--- src/rtl/i2s_frame_sequencer.sv ---
// ============================================================================
//  Module   : i2s_frame_sequencer
//  Purpose  : Drives a PCM5102-class I2S DAC (SCK tied low) from the system
//             clock. A fractional phase accumulator produces BCK. One stereo
//             frame is shifted per LRCK period in Philips I2S format. Samples
//             enter through a one-deep valid/ready holding register.
//  Ports    : clk, sys_rst_i (sync, active-high)
//             enable                      run request, sampled at frame ends
//             sample_left/right/valid     upstream stereo pair offer
//             sample_ready                holding register empty
//             i2s_bck/i2s_lrck/i2s_din    DAC pins (all registered)
//             underrun                    1-clk pulse: frame loaded while empty
//             running                     high in PRIME and RUN
//  Options  : `define I2S_UNDERRUN_REPEAT_EN to replay the last good frame on
//             underrun. When undefined, underrun transmits silence.
//  Revision : 1.0 - initial release
// ============================================================================
`default_nettype none

module i2s_frame_sequencer #(
  parameter int CLK_HZ = 12000000,
  parameter int BCK_HZ = 1411200,
  parameter int WORD_W = 16,
  parameter int ACC_W  = 25
) (
  input  logic              clk,
  input  logic              sys_rst_i,
  input  logic              enable,
  input  logic [WORD_W-1:0] sample_left,
  input  logic [WORD_W-1:0] sample_right,
  input  logic              sample_valid,
  output logic              sample_ready,
  output logic              i2s_bck,
  output logic              i2s_lrck,
  output logic              i2s_din,
  output logic              underrun,
  output logic              running
);

  localparam int                FRAME_W   = 2 * WORD_W;
  localparam int                SLOT_W    = $clog2(FRAME_W);
  localparam logic [ACC_W-1:0]  INC       = ACC_W'(2 * BCK_HZ);
  localparam logic [ACC_W-1:0]  MODULUS   = ACC_W'(CLK_HZ);
  localparam logic [SLOT_W-1:0] LAST_SLOT = SLOT_W'(FRAME_W - 1);
  localparam logic [SLOT_W-1:0] LRCK_RISE = SLOT_W'(WORD_W - 1);

  typedef enum logic [1:0] {
    ST_IDLE  = 2'd0,
    ST_PRIME = 2'd1,
    ST_RUN   = 2'd2
  } state_e;

  state_e              state_q, state_d;
  logic [ACC_W-1:0]    acc_q, acc_d;
  logic [SLOT_W-1:0]   slot_q, slot_d;
  logic [FRAME_W-1:0]  frame_q, frame_d;
  logic [FRAME_W-1:0]  hold_q, hold_d;
  logic                full_q, full_d;
  logic                bck_q, bck_d;
  logic                lrck_q, lrck_d;
  logic                din_q, din_d;
  logic                und_q, und_d;
  logic                run_q;
  logic                ready_q;

  logic [ACC_W-1:0]    w_sum;
  logic                w_tick;
  logic                w_fall;
  logic                w_xfer;
  logic                w_load;
  logic                w_emit;
  logic [FRAME_W-1:0]  w_fill;

`ifdef I2S_UNDERRUN_REPEAT_EN
  logic [FRAME_W-1:0]  last_q, last_d;

  // Remember every frame that came from the holding register.
  always_comb begin
    last_d = last_q;
    if (w_load && full_q) last_d = hold_q;
  end

  always_ff @(posedge clk) begin
    if (sys_rst_i) last_q <= '0;
    else           last_q <= last_d;
  end

  assign w_fill = last_q;
`else
  assign w_fill = '0;
`endif

  always_comb begin
    state_d = state_q;
    acc_d   = acc_q;
    slot_d  = slot_q;
    frame_d = frame_q;
    hold_d  = hold_q;
    full_d  = full_q;
    bck_d   = bck_q;
    lrck_d  = lrck_q;
    din_d   = din_q;
    und_d   = 1'b0;
    w_load  = 1'b0;
    w_emit  = 1'b0;

    // acc < CLK_HZ always, and the width leaves room for +INC, so no wrap.
    w_sum  = acc_q + INC;
    w_tick = (w_sum >= MODULUS);
    w_fall = w_tick & bck_q;
    w_xfer = sample_valid & ~full_q;

    case (state_q)
      ST_IDLE: begin
        acc_d  = '0;
        bck_d  = 1'b0;
        lrck_d = 1'b0;
        din_d  = 1'b0;
        slot_d = '0;
        if (enable) state_d = ST_PRIME;
      end
      ST_PRIME, ST_RUN: begin
        acc_d = w_tick ? (w_sum - MODULUS) : w_sum;
        if (w_tick) bck_d = ~bck_q;
        if (w_fall) begin
          if (state_q == ST_PRIME) begin
            state_d = ST_RUN;
            w_load  = 1'b1;
            w_emit  = 1'b1;
            slot_d  = '0;
          end else if (slot_q == LAST_SLOT) begin
            if (enable) begin
              w_load = 1'b1;
              w_emit = 1'b1;
              slot_d = '0;
            end else begin
              state_d = ST_IDLE;
              acc_d   = '0;
              lrck_d  = 1'b0;
              din_d   = 1'b0;
              slot_d  = '0;
            end
          end else begin
            w_emit = 1'b1;
            slot_d = slot_q + SLOT_W'(1);
          end
        end
      end
      default: state_d = ST_IDLE;
    endcase

    // A load consumes the old holding contents; a same-cycle transfer below
    // refills the register for the following frame.
    if (w_load) begin
      if (full_q) begin
        frame_d = hold_q;
        full_d  = 1'b0;
      end else begin
        frame_d = w_fill;
        und_d   = 1'b1;
      end
    end

    // Frame bit index counts down from the MSB of {L,R}; LRCK goes high one
    // slot before the right word and drops one slot before the left word.
    if (w_emit) begin
      din_d  = frame_d[LAST_SLOT - slot_d];
      lrck_d = (slot_d >= LRCK_RISE) && (slot_d != LAST_SLOT);
    end

    if (w_xfer) begin
      hold_d = {sample_left, sample_right};
      full_d = 1'b1;
    end
  end

  always_ff @(posedge clk) begin
    if (sys_rst_i) begin
      state_q <= ST_IDLE;
      acc_q   <= '0;
      slot_q  <= '0;
      frame_q <= '0;
      hold_q  <= '0;
      full_q  <= 1'b0;
      bck_q   <= 1'b0;
      lrck_q  <= 1'b0;
      din_q   <= 1'b0;
      und_q   <= 1'b0;
      run_q   <= 1'b0;
      ready_q <= 1'b1;
    end else begin
      state_q <= state_d;
      acc_q   <= acc_d;
      slot_q  <= slot_d;
      frame_q <= frame_d;
      hold_q  <= hold_d;
      full_q  <= full_d;
      bck_q   <= bck_d;
      lrck_q  <= lrck_d;
      din_q   <= din_d;
      und_q   <= und_d;
      run_q   <= (state_d != ST_IDLE);
      ready_q <= ~full_d;
    end
  end

  assign sample_ready = ready_q;
  assign i2s_bck      = bck_q;
  assign i2s_lrck     = lrck_q;
  assign i2s_din      = din_q;
  assign underrun     = und_q;
  assign running      = run_q;

endmodule

`default_nettype wire

--- config.mk ---
export PLATFORM = sky130hd
export DESIGN_NAME = i2s_frame_sequencer
export DESIGN_NICKNAME = d
export VERILOG_FILES = /design/src/rtl/i2s_frame_sequencer.sv
export SDC_FILE = /design/constraint.sdc
export NUM_CORES = 1
export LEC_CHECK = 0
export CORE_UTILIZATION = 59
export CTS_CLUSTER_DIAMETER = 100
export DETAILED_ROUTE_END_ITERATION = 10
export GPL_TIMING_DRIVEN = 0
export PLACE_DENSITY_LB_ADDON = 0.12
export RECOVER_POWER = 100
export SLEW_MARGIN = 20
export SYNTH_ARGS = -nofsm -noshare
export SYNTH_HDL_FRONTEND = slang
export SYNTH_SLANG_ARGS = --single-unit
--- constraint.sdc ---
create_clock -name clk -period 3.9 [get_ports clk]
set_input_delay 0.78 -clock clk [delete_from_list [all_inputs] [get_ports clk]]
set_output_delay 0.78 -clock clk [all_outputs]
set_load 0.005 [all_outputs]
### After elaboration in Yosys (flattened, before gate mapping)

Index checks and enable logic that the tools add are counted.

| storage, ports and cells | value |
|---|---|
| register bits after elaboration | 103 |
| latch bits | 0 |
| bits in writable memories | 0 |
| bits in read-only memories | 0 |
| input bits | 36 |
| output and inout port bits | 6 |
| memories | 0 |

| operators by class | value |
|---|---|
| add/sub/neg operators | 4 |
| $mul | 0 |
| div/mod/pow operators | 0 |
| $lt $le $gt $ge | 3 |
| equality and inequality tests | 9 |
| shift-type cells | 0 |
| muxes and demuxes | 41 |
| bitwise operators | 6 |
| reduce and logical (&&, ||, !) cells | 9 |

Operators by type and width:

| kind | number |
|---|---|
| $mux 25 | 5 |
| $mux 32 | 2 |
| $pmux 25 s2 | 1 |
| $add 25x22->25 const B | 1 |
| $ge 25x24->1 const B | 1 |
| $sub 25x24->25 const B | 1 |
| $mux 1 | 20 |
| $mux 5 | 3 |
| $ne 3x3->1 const B | 4 |
| $mux 2 | 5 |
| $pmux 5 s2 | 1 |
| $lt 5x6->1 const B | 1 |
| $add 5x1->5 const B | 1 |
| $bmux 1 s5 | 1 |
| $eq 5x5->1 const B | 1 |
| $ge 5x4->1 const B | 1 |
| $ne 5x5->1 const B | 1 |
| $reduce_and 5->1 | 1 |
| $sub 5x5->5 const A | 1 |
| $not 1->1 | 4 |
| $pmux 1 s2 | 2 |
| $pmux 2 s2 | 1 |
| $reduce_bool 2->1 | 2 |
| $reduce_or 2->1 | 2 |
| other kinds (8) | 9 |

### Longest topological paths before layout

Gate-level depths: netlist (run 1).

| logic depth | value |
|---|---|
| word-level depth | 9 |
| gate-level depth with buffers | 18 |
| mapped depth without buffers | 14 |

### Worst setup path before layout (run 1)

OpenSTA, ideal clock, no wires.

| timing path | value |
|---|---|
| kind | reg2reg |
| from | register acc_q[9] |
| to | register din_q (netlist: i2s_din) |
| library setup time | 0.126 ns |
| arrival | 3.396 ns |
| required time | 3.774 ns |
| path slack | 0.377 ns |
| stages on the path, launching flop included | 16 |
| cells stage by stage | dfxtp_1 > ha_1 > buf_4 > a31oi_1 > nor2_1 > a22oi_2 > a2111oi_2 > nor4_4 > or2_1 > buf_6 > a2bb2oi_4 > buf_6 > nand2b_4 > a211o_2 > a31oi_1 > o211ai_2 |

| between the ends | value |
|---|---|
| cells in the longest elaborated chain, start to end | 9 |
| elaborated cells between the ends (all ways) | 20 |
| those cells by class | add/sub (2); order compare (1); eq/ne (4); mux (10); bitwise (1); reduce/logical (2) |

Ends and longest elaborated chain:

| item | line | source |
|---|---|---|
| start, declared | 54 | `logic [ACC_W-1:0] acc_q, acc_d;` |
| start signal, assigned | 180 | `acc_q <= '0;` |
| start signal, assigned | 193 | `acc_q <= acc_d;` |
| $add 25x22->25 (*) | 108 | `w_sum = acc_q + INC;` |
| $ge 25x24->1 (*) | 109 | `w_tick = (w_sum >= MODULUS);` |
| $and 1x1->1 (*) | 110 | `w_fall = w_tick & bck_q;` |
| $mux 5 / $mux 1 (equally long branches) | 125 | `if (w_fall) begin` |
| $pmux 5 s2 / $mux 1 (equally long branches) | 113 | `case (state_q)` |
| $sub 5x5->5 / $mux 32 (equally long branches) | 167, 154 |  |
| $bmux 1 s5 | 167 | `din_d = frame_d[LAST_SLOT - slot_d];` |
| $mux 1 (not written as such) | 167 |  |
| $mux 1 | 166 | `if (w_emit) begin` |
| end signal, assigned | 200 | `din_q <= din_d;` |
| end, declared | 61 | `logic din_q, din_d;` |

Every way passes the cells marked *; elsewhere a longest branch is shown, timed or not. The select of a mux whose other input is x is not followed.
A chain may end at the register's enable or synchronous reset.

### Final worst setup path (run 1)

Same ends and word-level chain as after synthesis.

==> results of run 1 <==
## registers in the layout, indices dropped and copies added, names as in the netlist
name	count
state_q	2
i2s_bck	1
full_q	1
underrun	1
hold_q	32
i2s_din	1
slot_q	5
i2s_lrck	1
sample_ready	1
frame_q	32
running	1
acc_q	17
## metrics by stage
| stage | TNS [ns] | hold WS [ns] |
|---|---|---|
| floorplan | 0 | 0.431 |
| global placement | -3.39 | 0.440 |
| detailed placement | -3.84 | 0.445 |
| CTS | 0 | 0.455 |
| global route | -0.0447 | 0.488 |
| finish | 0 | 0.457 |
## critical path, delay by kind of cell (launching register included)
kind | cells | cell delay [ns]
compound gates | 4 | 0.86
fa+ha+maj | 1 | 0.21
simple gates | 5 | 1.03
buf+inv | 3 | 0.56
mux | 3 | 0.61
flops | 1 | 0.41
## per-layer routing
metal	share of wire (%)	vias up
li1	-	2578
met1	42	2492
met2	52	161
met3	4.0	36
met4	2.8	0
met5	0	-
## what timing repair did
action | CTS | global route
endpoints found under the setup margin | 19 | 18
pin swaps | 0 | 4
gates resized for setup | 11 | 22
hold endpoints to repair | 0 | 0
setup buffers | 0 | 9
## where the power goes
part           switching (mW)  internal (mW)  total [mW]
registers              0.0187          0.996        1.01
clock network           0.360          0.427       0.787
logic                   0.142          0.104       0.246
total                   0.521           1.53        2.05
## cell usage after synthesis (all sizes together) (11+ instances only)
cell,n
nor2,84
clkbuf,29
nand2,107
a21oi,67
dfxtp,95
nand3,18
buf,20
xnor2,11
mux2i,27
inv,12
nor3,13
o21ai,20
a22oi,24
and2,13
nor2b,14
## cells in the final DEF, fill, tap and decap left out, types with 12 or more instances in the layout
cell type	n
a22oi_1	23
clkbuf_8	12
a21oi_1	67
nor3_1	13
nand3_1	18
nand2_1	105
buf_4	13
clkdlybuf4s50_1	34
inv_1	12
nor2b_1	14
dfxtp_1	94
clkbuf_1	23
o21ai_0	16
and2_1	13
nor2_1	79
mux2i_1	22
## final cells by class
| class | count | area (um2) |
|---|---|---|
| buffer | 50 | 319 |
| clock buffer | 9 | 124 |
| clock inverter | 6 | 115 |
| fill | 727 | 2630 |
| inverter | 12 | 45.0 |
| multi-input combinational | 532 | 3400 |
| sequential | 95 | 1910 |
| tap | 111 | 139 |
| timing repair buffer | 50 | 478 |
## kinds of logic after synthesis
kind of cell             count (synthesis)
flip-flops                              95
buffers and inverters                   62
AO/OA/AOI/OAI                          185
multiplexers                            30
AND/OR/NAND/NOR                        296
XOR/XNOR                                14
adder cells (fa/ha/maj)                  7
## final timing paths
path	cells past startpoint	end	slack (ns)	from
worst min register to register	2	hold_q[18]	0.46	hold_q[18]
worst min-delay path	2	hold_q[18]	0.46	hold_q[18]
worst max register to register	16	i2s_din	0.06	acc_q[9]
worst max-delay path	16	i2s_din	0.06	acc_q[9]
==> results by group, run 1 <==
GRT
  – Met2 Usage GRT: 55.4%
  – GRT Overall Usage: 30.4%
  – Largest net degree at the start of global routing: 17
  – GR Layer Usage met3: 4.04%
  – First-pass GRT wire length: 23900 um
  – Antenna violations before repair: 0
  – Busiest layer in global routing: met2
  – Grt met1 use: 35.8%
  – Vias in the first global route: between 5000 and 6000
  – GRT Residual Overflow: 0

Timing
  – Final Skew: 0.0181 ns
  – Worst relative slew slack: 53.9%
  – Period utilization: 98.5%
  – Final Slew Violations: 0
  – Fmax: 260 MHz
  – Crit path time final: about 3.8 ns
  – Fin worst setup slack: a little over 0.06 ns
  – Final setup viols: 0
  – Final hold vios: 0
  – Least-Margin Pin Slew: 0.691 ns

Setup path
  – Crit-path slowest cell: dfxtp_4
  – CP required: 4.14 ns
  – Crit path cell chain: ha_1, a31o_2, or3_4, a211oi_4, nor3_1, nor4_4, buf_4, or2_1, buf_6, nand2_2, mux2i_4, buf_4, mux2i_1, mux2i_1, o211ai_2, o211ai_2
  – Critical path arrival: ~4 ns
  – Crit Path Max Fanout: 11
  – CP Capture Type: register
  – Max stage delay on crit path: about 0.41 ns
  – Setup crit start kind: register
  – Critical path class: reg2reg

Min path
  – HP Class: reg2reg

Detailed routing
  – Total Wirelength: 14500 um
  – DRC violations left: 0
  – Drt pass-1 iters: 5
  – DRT iter0 DRCs: 274
  – DR WL/cell: ~17 um
  – Via Count: 5267
  – Via/cell ratio: 6.09
  – Detail Route Antenna Nets: 0

Placed design
  – GP Congestion: 0.925
  – DP Cell Count: 841
  – Port bufs: 41
  – Hpwl dp: 10400 um
  – Dpl cell area: 6100 um2
  – Dpl ws: -0.375 ns

Synthesis
  – Flops & latches, synth: 95
  – Post-synthesis cell type count: 94
  – FFs w/ async S/R, synth: 0%
  – Top-area cell type share of the netlist area: approximately 34%
  – Syn_area_per_cell: 8.05 um2
  – Ys flop type: dfxtp_1
  – Simple-gate area share of the yosys netlist: 26.1%
  – Adder-Cell Fraction of Synth Area: roughly 1.6%
  – Synth warn: 0
  – Mapped Area: 5550 um2
  – Sequential-to-total area share from yosys stat: 34.3%
  – Syn nets: 732
  – Synth Area in Compound Gates: around 24%
  – Most area-hungry cell type in the Yosys netlist: dfxtp_1
  – Post-synthesis mux area share: 5.62%
  – EDFF count, synth: 0
  – Largest family of logic cells by synthesized area: simple AND/OR/NAND/NOR gates
  – Mapped Cells: 689
  – Synth Area in XOR/XNOR: 2.21%
  – Largest cells by area after synthesis: dfxtp_1, nand2_1, a21oi_1

CTS
  – CTS tree: built
  – CTS Buf Count: 9
  – Clk_lat worst skew: 0.37 ns
  – CTS Sinks: 95
  – CTS H-tree depth: 3
  – Buffers from clock root to sink, at most: 2
  – Clock transition at path regs: 0.11 ns
  – Hold buffers post-CTS: 0
  – Root buf cell: clkbuf_8

Pwr
  – LEAKAGE: between 2 and 2.5 nW
  – Pwr/cell area: 314 nW/um2
  – Peak VDD IR: 0.228 mV
  – Overall power: between 2 and 2.5 mW

Floorplan
  – Die Footprint: 9790 um2
  – Core region area: between 9000 and 10000 um2
  – Die Ht: ~99 um
  – Die X: 99.0 um
  – Ports: 42
  – Initial Util: 60.6%
  – Std-Cell Rows: 35

Cells and area
  – Area Growth Syn to Fin: 17.7%
  – Antenna cells: 0
  – Design Area, Final: 6530 um2
  – Final cell count without fillers: 865
  – Nets: about 790
  – Share of cells above drive strength 1: around 14%
  – Final core occ: 71.3%

Job
  – Max-cap violations: 0

Run status
  – Status: completed
(Power assumes the default switching activity.)
==> inputs of run 2 (changes only) <==
- SKIP_LAST_GASP: default -> 1
==> results of run 2 <==
Final layout, timing and power as in run 1 (identical DEF).
